==> config.mk <==
export PLATFORM = sky130hd
export DESIGN_NAME = custom_pack_valid_ready
export DESIGN_NICKNAME = d
export VERILOG_FILES = /design/src/rtl/custom_fifo_pkg.sv /design/src/rtl/custom_wrap_counter.sv /design/src/rtl/custom_pack_valid_ready.sv
export SDC_FILE = /design/constraint.sdc
export NUM_CORES = 1
export LEC_CHECK = 0
export ABC_CLOCK_PERIOD_IN_PS = 2070
export CAP_MARGIN = 20
export CORE_MARGIN = 3
export CORE_UTILIZATION = 35
export CTS_CLUSTER_SIZE = 24
export DETAILED_ROUTE_END_ITERATION = 8
export PLACE_DENSITY_LB_ADDON = 0.12
export SYNTH_ARGS = -nofsm -noshare
export SYNTH_HDL_FRONTEND = slang
export SYNTH_SLANG_ARGS = --single-unit
==> constraint.sdc <==
create_clock -name clk -period 2.07 [get_ports clk]
set_input_delay 0.5175 -clock clk [delete_from_list [all_inputs] [get_ports clk]]
set_output_delay 0.5175 -clock clk [all_outputs]
set_load 0.1 [all_outputs]
==> src/rtl/custom_fifo_pkg.sv <==
`default_nettype none
// +--------------------------------------------------------------------+
// | custom_fifo_pkg: shared state type and width helpers for packer    |
// | Rev 1.0                                                            |
// +--------------------------------------------------------------------+
package custom_fifo_pkg;

  typedef enum logic {
    FILL = 1'b0,
    HOLD = 1'b1
  } pack_state_t;

  function automatic int ptr_w(input int depth);
    return $clog2(depth);
  endfunction

  function automatic int cnt_w(input int depth);
    return $clog2(depth + 1);
  endfunction

endpackage
`default_nettype wire

==> src/rtl/custom_wrap_counter.sv <==
`default_nettype none
// +--------------------------------------------------------------------+
// | custom_wrap_counter: modulo-DEPTH index with wrap pulse            |
// | Rev 1.0                                                            |
// +--------------------------------------------------------------------+
module custom_wrap_counter
  import custom_fifo_pkg::*;
#(
  parameter int DEPTH = 4
) (
  input  logic                     clk,
  input  logic                     arstn,
  input  logic                     i_inc,
  output logic [ptr_w(DEPTH)-1:0]  o_index,
  output logic                     o_wrap
);

  localparam int PW = ptr_w(DEPTH);
  localparam logic [PW-1:0] c_LAST = PW'(DEPTH - 1);

  logic [PW-1:0] r_index;
  logic          w_at_last;

  assign w_at_last = (r_index == c_LAST);

  always_ff @(posedge clk or negedge arstn) begin
    if (!arstn) begin
      r_index <= '0;
    end else if (i_inc) begin
      r_index <= w_at_last ? '0 : r_index + PW'(1);
    end
  end

  assign o_index = r_index;
  assign o_wrap  = i_inc & w_at_last;

endmodule
`default_nettype wire

==> src/rtl/custom_pack_valid_ready.sv <==
`default_nettype none
// +--------------------------------------------------------------------+
// | custom_pack_valid_ready: packs DEPTH WIDTH-bit elements per frame. |
// | Optional CUSTOM_PACK_DOUBLE_BUF_EN: separate fill and output regs. |
// | Rev 1.0                                                            |
// +--------------------------------------------------------------------+
module custom_pack_valid_ready
  import custom_fifo_pkg::*;
#(
  parameter int WIDTH = 8,
  parameter int DEPTH = 4
) (
  input  logic                          clk,
  input  logic                          arstn,
  input  logic                          up_valid,
  output logic                          up_ready,
  input  logic [WIDTH-1:0]              up_data,
  output logic                          down_valid,
  input  logic                          down_ready,
  output logic [DEPTH-1:0][WIDTH-1:0]   down_data,
  output logic [cnt_w(DEPTH)-1:0]       fill_count
);

  localparam int PW = ptr_w(DEPTH);
  localparam int CW = cnt_w(DEPTH);
  localparam logic [CW-1:0] c_FULL_CNT = CW'(DEPTH);

  generate
    if (DEPTH < 2) begin : g_depth_chk
      $error("custom_pack_valid_ready: DEPTH must be >= 2");
    end
  endgenerate

  pack_state_t   r_state;
  logic          r_up_ready;
  logic          r_down_valid;
  logic [CW-1:0] r_fill_count;

  logic          w_accept;
  logic          w_pop;
  logic          w_wrap;
  logic [PW-1:0] w_idx;

  assign w_accept = up_valid & r_up_ready;
  assign w_pop    = r_down_valid & down_ready;

  custom_wrap_counter #(
    .DEPTH (DEPTH)
  ) u_wr_idx (
    .clk     (clk),
    .arstn   (arstn),
    .i_inc   (w_accept),
    .o_index (w_idx),
    .o_wrap  (w_wrap)
  );

`ifdef CUSTOM_PACK_DOUBLE_BUF_EN

  logic [DEPTH-1:0][WIDTH-1:0] r_fill;
  logic [DEPTH-1:0][WIDTH-1:0] r_out;
  logic [DEPTH-1:0][WIDTH-1:0] w_fill_merged;
  logic                        w_out_free;
  logic                        w_load_direct;
  logic                        w_load_held;

  assign w_out_free    = ~r_down_valid | down_ready;
  assign w_load_direct = w_accept & w_wrap & w_out_free;
  assign w_load_held   = (r_state == HOLD) & w_pop;

  // Completed frame including the element arriving this cycle.
  always_comb begin
    w_fill_merged        = r_fill;
    w_fill_merged[w_idx] = up_data;
  end

  always_ff @(posedge clk or negedge arstn) begin
    if (!arstn) begin
      r_state      <= FILL;
      r_up_ready   <= 1'b1;
      r_down_valid <= 1'b0;
      r_fill_count <= '0;
    end else begin
      case (r_state)
        FILL: begin
          if (w_pop) begin
            r_down_valid <= 1'b0;
          end
          if (w_accept) begin
            if (w_wrap) begin
              if (w_out_free) begin
                r_down_valid <= 1'b1;
                r_fill_count <= '0;
              end else begin
                r_state      <= HOLD;
                r_up_ready   <= 1'b0;
                r_fill_count <= c_FULL_CNT;
              end
            end else begin
              r_fill_count <= r_fill_count + CW'(1);
            end
          end
        end
        HOLD: begin
          // Held fill buffer replaces the popped frame; down_valid stays high.
          if (w_pop) begin
            r_state      <= FILL;
            r_up_ready   <= 1'b1;
            r_fill_count <= '0;
          end
        end
        default: r_state <= FILL;
      endcase
    end
  end

  always_ff @(posedge clk) begin
    if (w_accept) begin
      r_fill[w_idx] <= up_data;
    end
    if (w_load_direct) begin
      r_out <= w_fill_merged;
    end else if (w_load_held) begin
      r_out <= r_fill;
    end
  end

  assign down_data = r_out;

`else

  logic [DEPTH-1:0][WIDTH-1:0] r_frame;

  always_ff @(posedge clk or negedge arstn) begin
    if (!arstn) begin
      r_state      <= FILL;
      r_up_ready   <= 1'b1;
      r_down_valid <= 1'b0;
      r_fill_count <= '0;
    end else begin
      case (r_state)
        FILL: begin
          if (w_accept) begin
            if (w_wrap) begin
              r_state      <= HOLD;
              r_up_ready   <= 1'b0;
              r_down_valid <= 1'b1;
              r_fill_count <= c_FULL_CNT;
            end else begin
              r_fill_count <= r_fill_count + CW'(1);
            end
          end
        end
        HOLD: begin
          if (w_pop) begin
            r_state      <= FILL;
            r_up_ready   <= 1'b1;
            r_down_valid <= 1'b0;
            r_fill_count <= '0;
          end
        end
        default: r_state <= FILL;
      endcase
    end
  end

  always_ff @(posedge clk) begin
    if (w_accept) begin
      r_frame[w_idx] <= up_data;
    end
  end

  assign down_data = r_frame;

`endif

  assign up_ready   = r_up_ready;
  assign down_valid = r_down_valid;
  assign fill_count = r_fill_count;

endmodule
`default_nettype wire

==> summary.txt, run 1 <==
GRT
  • Number of global-route vias before repair: roughly 800
  • Grt ovf: 0
  • Overall global routing resource usage: 11.6%
  • Largest net degree at the start of global routing: 14
  • Initial antenna violation count: 0
  • Global-route wire length before repair: 4130 um

Setup path
  • R2R Path End: down_data[29]
  • Reg2reg path depth: 2
  • R2r startpoint: u_wr_idx.o_index[0]
  • Cells along the critical path: buf_12
  • CP Launch Type: flop
  • Worst path buffer plus inverter count: 1
  • CP max-delay cell: dfstp_2
  • Critical path class: reg -> out
  • Crit path max fanout: 8
  • CP top delay family: flip-flops
  • WP data required: about 1.6 ns
  • CP Capture Type: output pin
  • Crit path DAT: 1.09 ns
  • CP max stage delay: 0.61 ns
  • R2R setup slack: between 0.7 and 0.8 ns

CTS
  • Htree depth: 2
  • CTS root buf: clkbuf_8
  • Hold buffers post-CTS: 0
  • Worst-case clock buffer depth: 2
  • CTS sink cnt: 40
  • Worst-path clk slew: 0.07 ns
  • CTS tree: yes
  • Setup bufs post-CTS: 0
  • Skew-Pair Late Insertion Delay: 0.29 ns
  • CTS Buf Count: 5
  • Post_cts resized: 0

Floorplan
  • DIE AREA: 4790 um^2
  • Core area: 3740 um^2
  • Height of the die: 69.2 um
  • Initial Util: a little under two fifths
  • # IOs: 49
  • Die width: 69.2 um
  • Std-Cell Rows: 22

Layout
  • Fin area: 2010 um^2
  • Ant diodes: 0
  • Most frequent cells in the layout: 34 x buf_4, 32 x edfxtp_1, 11 x clkdlybuf4s50_1, 7 x dfrtp_1, 6 x clkbuf_8
  • Final nets: 143
  • Synth-to-layout area growth: 43.4%
  • Final cell count without fillers: 175
  • Layout cells sized above 1: 45.7%
  • Commonest non-fill, non-tap cell in the layout: buf_4

STA
  • Setup Skew: approximately 0.0031 ns
  • Worst slew margin: 75.5%
  • Minimum clock period: approximately 1.6 ns
  • Fin crit share: 77.5%
  • # setup viols final: 0
  • Setup_tns: 0 ns
  • Pins Over Slew Limit: 0
  • Fin. Hold Viols: 0
  • Measured slew at the worst slew-check pin: 0.367 ns
  • Post-route setup slack: 0.465 ns
  • RSZ-0062 raised after global routing: false
  • Fmax: 623 MHz

Routing
  • Wire per inst: 14.4 um
  • Detail Route Antenna Nets: 0
  • # DRC: 0
  • Initial DRC Count: 18
  • DR vias/cell: 4.48
  • Final WL: approximately 2500 um
  • Router iterations before antenna repair: 3
  • Total vias in the final route: between 700 and 800

Synthesis
  • Distinct cells, synth: 18
  • Syn nets: 88
  • Mapped Cells: 71
  • Synth Register Bits: 40
  • XOR/XNOR share of the synthesized area: 0%
  • Synth Area per Inst: approximately 20 um^2
  • Area of the mapped netlist: 1400 um^2
  • Simple logic cell fraction of the synthesized area: 5.90%
  • Combinational family with the most area after synthesis: simple AND/OR/NAND/NOR gates
  • Adder-cell share of the synthesized area: around 4.5%
  • Multiplexer share of the synthesized area: 1.61%
  • Synthesis Warnings: 0
  • Complex-gate fraction of the synthesized area: 3.85%
  • Sequential share of the synthesized area: a little over 80%

Min path
  • Min-delay worst type: in -> async

Place
  • Post-place setup slack: 0.304 ns
  • Placer's final routability congestion estimate: 0.758
  • Placed Area: about 1900 um^2
  • Dpl hpwl: 1910 um
  • # port buffers: 48
  • Number of placed instances, taps included: 167

Pwr
  • Cell leakage power: around 0.83 nW
  • Worst VDD drop: between 300 and 400 uV
  • PwrDens: between 700 and 800 nW/um^2
  • Total power: approximately 1.5 mW

Outcome
  • Result of the run: finished, final reports clean

Flow run
  • MaxCap Viol Count: 0
-- cell families after synthesis --
| logic type | after synthesis |
|---|---|
| AOI/OAI and AO/OA | 6 |
| adders and majority gates | 5 |
| buffers and inverters | 4 |
| DFF | 40 |
| muxes | 2 |
| and+or+nand+nor | 14 |
-- cell usage after synthesis --
library cell | number | share of area [%]
edfxtp_1 | 32 | 69
dfrtp_1 | 7 | 13
and3_2 | 5 | 2.7
ha_1 | 5 | 4.5
inv_1 | 4 | 1.1
nor2_1 | 4 | 1.1
mux2_2 | 2 | 1.6
nor3_1 | 2 | 0.72
a21o_1 | 1 | 0.54
a21oi_2 | 1 | 0.63
a311oi_1 | 1 | 0.63
a32o_2 | 1 | 0.80
and3b_2 | 1 | 0.72
dfstp_2 | 1 | 1.9
nand2_1 | 1 | 0.27
o22ai_1 | 1 | 0.45
o32a_2 | 1 | 0.80
or2_2 | 1 | 0.45
-- metrics by stage --
stage / hold slack (ns) / util (%)
global placement: 0.520 / 50.3
global route: 0.523 / 53.6
detailed placement: 0.533 / 50.3
floorplan: 0.222 / -
CTS: 0.509 / 53.6
finish: 0.504 / 53.6
-- how the worst max path moves through the flow --
| stage | startpoint | end | slack [ns] | cells after the start |
|---|---|---|---|---|
| 4_1_cts | up_ready | up_ready | 0.45 | 1 |
| 3_5_place_dp | up_valid | down_data[31] | 0.30 | 2 |
| 6_report | up_ready | up_ready | 0.47 | 1 |
| 3_3_place_gp | up_valid | down_data[24] | 0.34 | 2 |
| 5_1_grt | up_ready | up_ready | 0.43 | 1 |
| 2_1_floorplan | fill_count[0] | fill_count[2] | 0.29 | 4 |
-- metal layers --
metal / GRT usage (%) / share of wire (%)
met1: 14.2 / 43
met2: 17.5 / 49
met3: 4.35 / 6.4
met4: 6.51 / 2.0
met5: 0 / 0
-- sequential cells by signal, summed over array words and instances (netlist names) --
signal            cells
down_data            32
down_valid            1
fill_count            3
r_state               1
u_wr_idx.o_index      2
up_ready              1
-- where the power goes --
group,switching (mW),internal (mW)
Combinational,0.0124,0.0184
Sequential,0.000000000000000267,0.868
Clock,0.257,0.394
Total,0.269,1.28
-- cell type report --
cell class / count / area, um^2
Multi-Input combinational cell: 27 / 221
Clock buffer: 6 / 82.6
Fill cell: 315 / 1740
Inverter: 4 / 15.0
Sequential cell: 40 / 1160
Clock inverter: 2 / 38.8
Tap cell: 48 / 60.1
Timing Repair Buffer: 48 / 425
Note: power is estimated with default switching activity, not from simulation.
==> run 2, diff against run 1 <==
ABC_CLOCK_PERIOD_IN_PS = 1300   (was 2070)
clock period = 1.3 ns   (was 2.07 ns; I/O delays follow)
==> run 2 against run 1 <==
The flow now finishes with violations (negative setup slack). Clock power up 46%. Final cell count up 5.1%. First-iteration DRC count down 28%. Sequential share of layout area down 12 points. Hold slack worse by 0.18 ns. Design area up 27%. Wire length up 20%. Critical endpoint unchanged.
==> summary.txt, run 2 (synthesis results as in run 1) <==
STA
  • Worst slew margin: 74.6%
  • Post-route setup slack: -0.185 ns
  • Fin crit share: 114%
  • Setup Skew: 0.00367 ns
  • Fmax: 674 MHz
  • # setup viols final: 29
  • RSZ-0062 raised after global routing: true
  • Pins Over Slew Limit: 0
  • Worst hold slack: 0.323 ns
  • Minimum clock period: 1.48 ns
  • Measured slew at the worst slew-check pin: 0.380 ns
  • Fin. Hold Viols: 0

Outcome
  • Result of the run: finished, violations left
  • Failing checks: negative setup slack

Layout
  • Filler cells: 264
  • Layout cells sized above 1: 54.4%
  • Max reg flops: 32
  • Synth-to-layout area growth: 82.7%
  • Commonest non-fill, non-tap cell in the layout: buf_12
  • Final cell count without fillers: between 150 and 200
  • Most frequent cells in the layout: 37 x buf_12, 32 x edfxtp_1, 11 x clkdlybuf4s50_1, 6 x buf_4
  • Ant diodes: 0
  • Final nets: 152

Pwr
  • Cell leakage power: ~1.0 nW
  • PwrDens: 932 nW/um^2
  • Total power: around 2.4 mW
  • Worst VDD drop: 729 uV

CTS
  • CTS sink cnt: 40
  • Hold buffers post-CTS: 0
  • CTS tree: yes
  • CTS Buf Count: 5
  • Worst-case clock buffer depth: 2
  • Worst-path clk slew: 0.07 ns
  • Skew-Pair Late Insertion Delay: 0.28 ns
  • Htree depth: 2
  • CTS root buf: clkbuf_8

GRT
  • Global-route wire length before repair: around 4800 um
  • Largest net degree at the start of global routing: 13
  • Grt ovf: 0
  • Initial antenna violation count: 0
  • Overall global routing resource usage: a little over an eighth
  • Number of global-route vias before repair: between 900 and 1,000

Routing
  • Final WL: 3020 um
  • Top Metal Used: met4
  • # DRC: 0
  • DR WL met3: ~160 um
  • Met2 WL post-DR: 1660 um
  • Met1 Wirelength: around 1200 um
  • Total vias in the final route: around 850
  • Detail Route Antenna Nets: 0
  • Initial DRC Count: 13
  • Router iterations before antenna repair: 4
  • DR vias/cell: ~4.6
  • Wire per inst: roughly 16 um

Setup path
  • R2r startpoint: up_ready
  • Crit path max fanout: 2
  • Crit path DAT: 1.16 ns
  • Reg2reg path depth: 4
  • Critical path class: reg -> out
  • WP data required: 0.98 ns
  • R2R setup slack: -0.12 ns
  • CP Capture Type: output pin
  • CP Launch Type: flop
  • R2R Path End: fill_count[0]

Place
  • # port buffers: 48
  • Placer's final routability congestion estimate: 0.707
  • Number of placed instances, taps included: 170
  • Post-place setup slack: -0.284 ns
  • Dpl hpwl: 2280 um

Floorplan
  • Std-Cell Rows: 22
  • Die width: ~69 um
  • # IOs: ~50
  • Height of the die: slightly below 70 um
  • DIE AREA: around 4800 um^2
  • Core area: 3740 um^2
  • Initial Util: 37.4%

Min path
  • Min-delay worst type: in -> async

Flow run
  • MaxCap Viol Count: 0
[run 2: changes by cell type in the layout (fill, tap and decap cells not counted), moves of 3 or more]
cell / previous run / this run
and3_2: 5 / 1
and3_4: 0 / 5
buf_12: 3 / 37
buf_4: 34 / 6
dfrtp_1: 7 / 4
[run 2: layout make-up]
| type | count | area, um^2 | area share, % |
|---|---|---|---|
| tap | 48 | 60.1 | 2.35 |
| sequential | 40 | 1170 | 46.0 |
| clock buffer | 5 | 68.8 | 2.69 |
| timing repair buffer | 56 | 918 | 35.9 |
| multi-input combinational | 28 | 282 | 11.0 |
| inverter | 4 | 15.0 | 0.587 |
| clock inverter | 3 | 37.5 | 1.47 |
[run 2: where the power goes]
group	switching (mW)	internal [mW]
logic	0.0232	0.0293
clock network	0.390	0.558
registers	0.000000000000000486	1.38
total	0.413	1.97
[run 2: worst max-delay path, cell delays in order (launching register included)]
cell,delay (ns)
dfstp_4,0.62
buf_6,0.10
buf_12,0.16
[run 2: timing repair]
action / 4_1_cts / 5_1_grt
gates cloned: 1 / 0
pin swaps: 3 / 0
setup endpoints to repair: 20 / 43
gates resized for setup: 6 / 5
buffers inserted: 4 / 1
endpoints found under the hold margin: 0 / 0
[run 2: layer usage]
| metal | track usage (%) | vias to the layer above |
|---|---|---|
| met3 | 4.06 | 5 |
| met5 | 0 | - |
| li1 | - | 398 |
| met4 | 5.86 | 0 |
| met2 | 22.9 | 28 |
| met1 | 14.5 | 417 |
[run 2: how the worst max path moves through the flow]
stage               startpoint             to  slack, ns  depth (start not counted)
global placement      up_valid   down_data[5]      -0.23                          2
global route          up_ready       up_ready      -0.21                          2
detailed placement    up_valid  down_data[26]      -0.28                          2
finish                up_ready       up_ready      -0.18                          2
CTS                   up_ready       up_ready      -0.19                          2
floorplan             up_ready  fill_count[0]      -0.16                          3
[run 2: per-stage QoR]
step                setup TNS (ns)  instance area (um^2)  util, %
CTS                          -1.05                  2530     67.6
floorplan                    -4.65                  1430        -
global placement             -8.16                  2360     63.1
finish                       -1.07                  2560     68.3
global route                 -2.38                  2560     68.3
detailed placement          -10.24                  2360     63.1
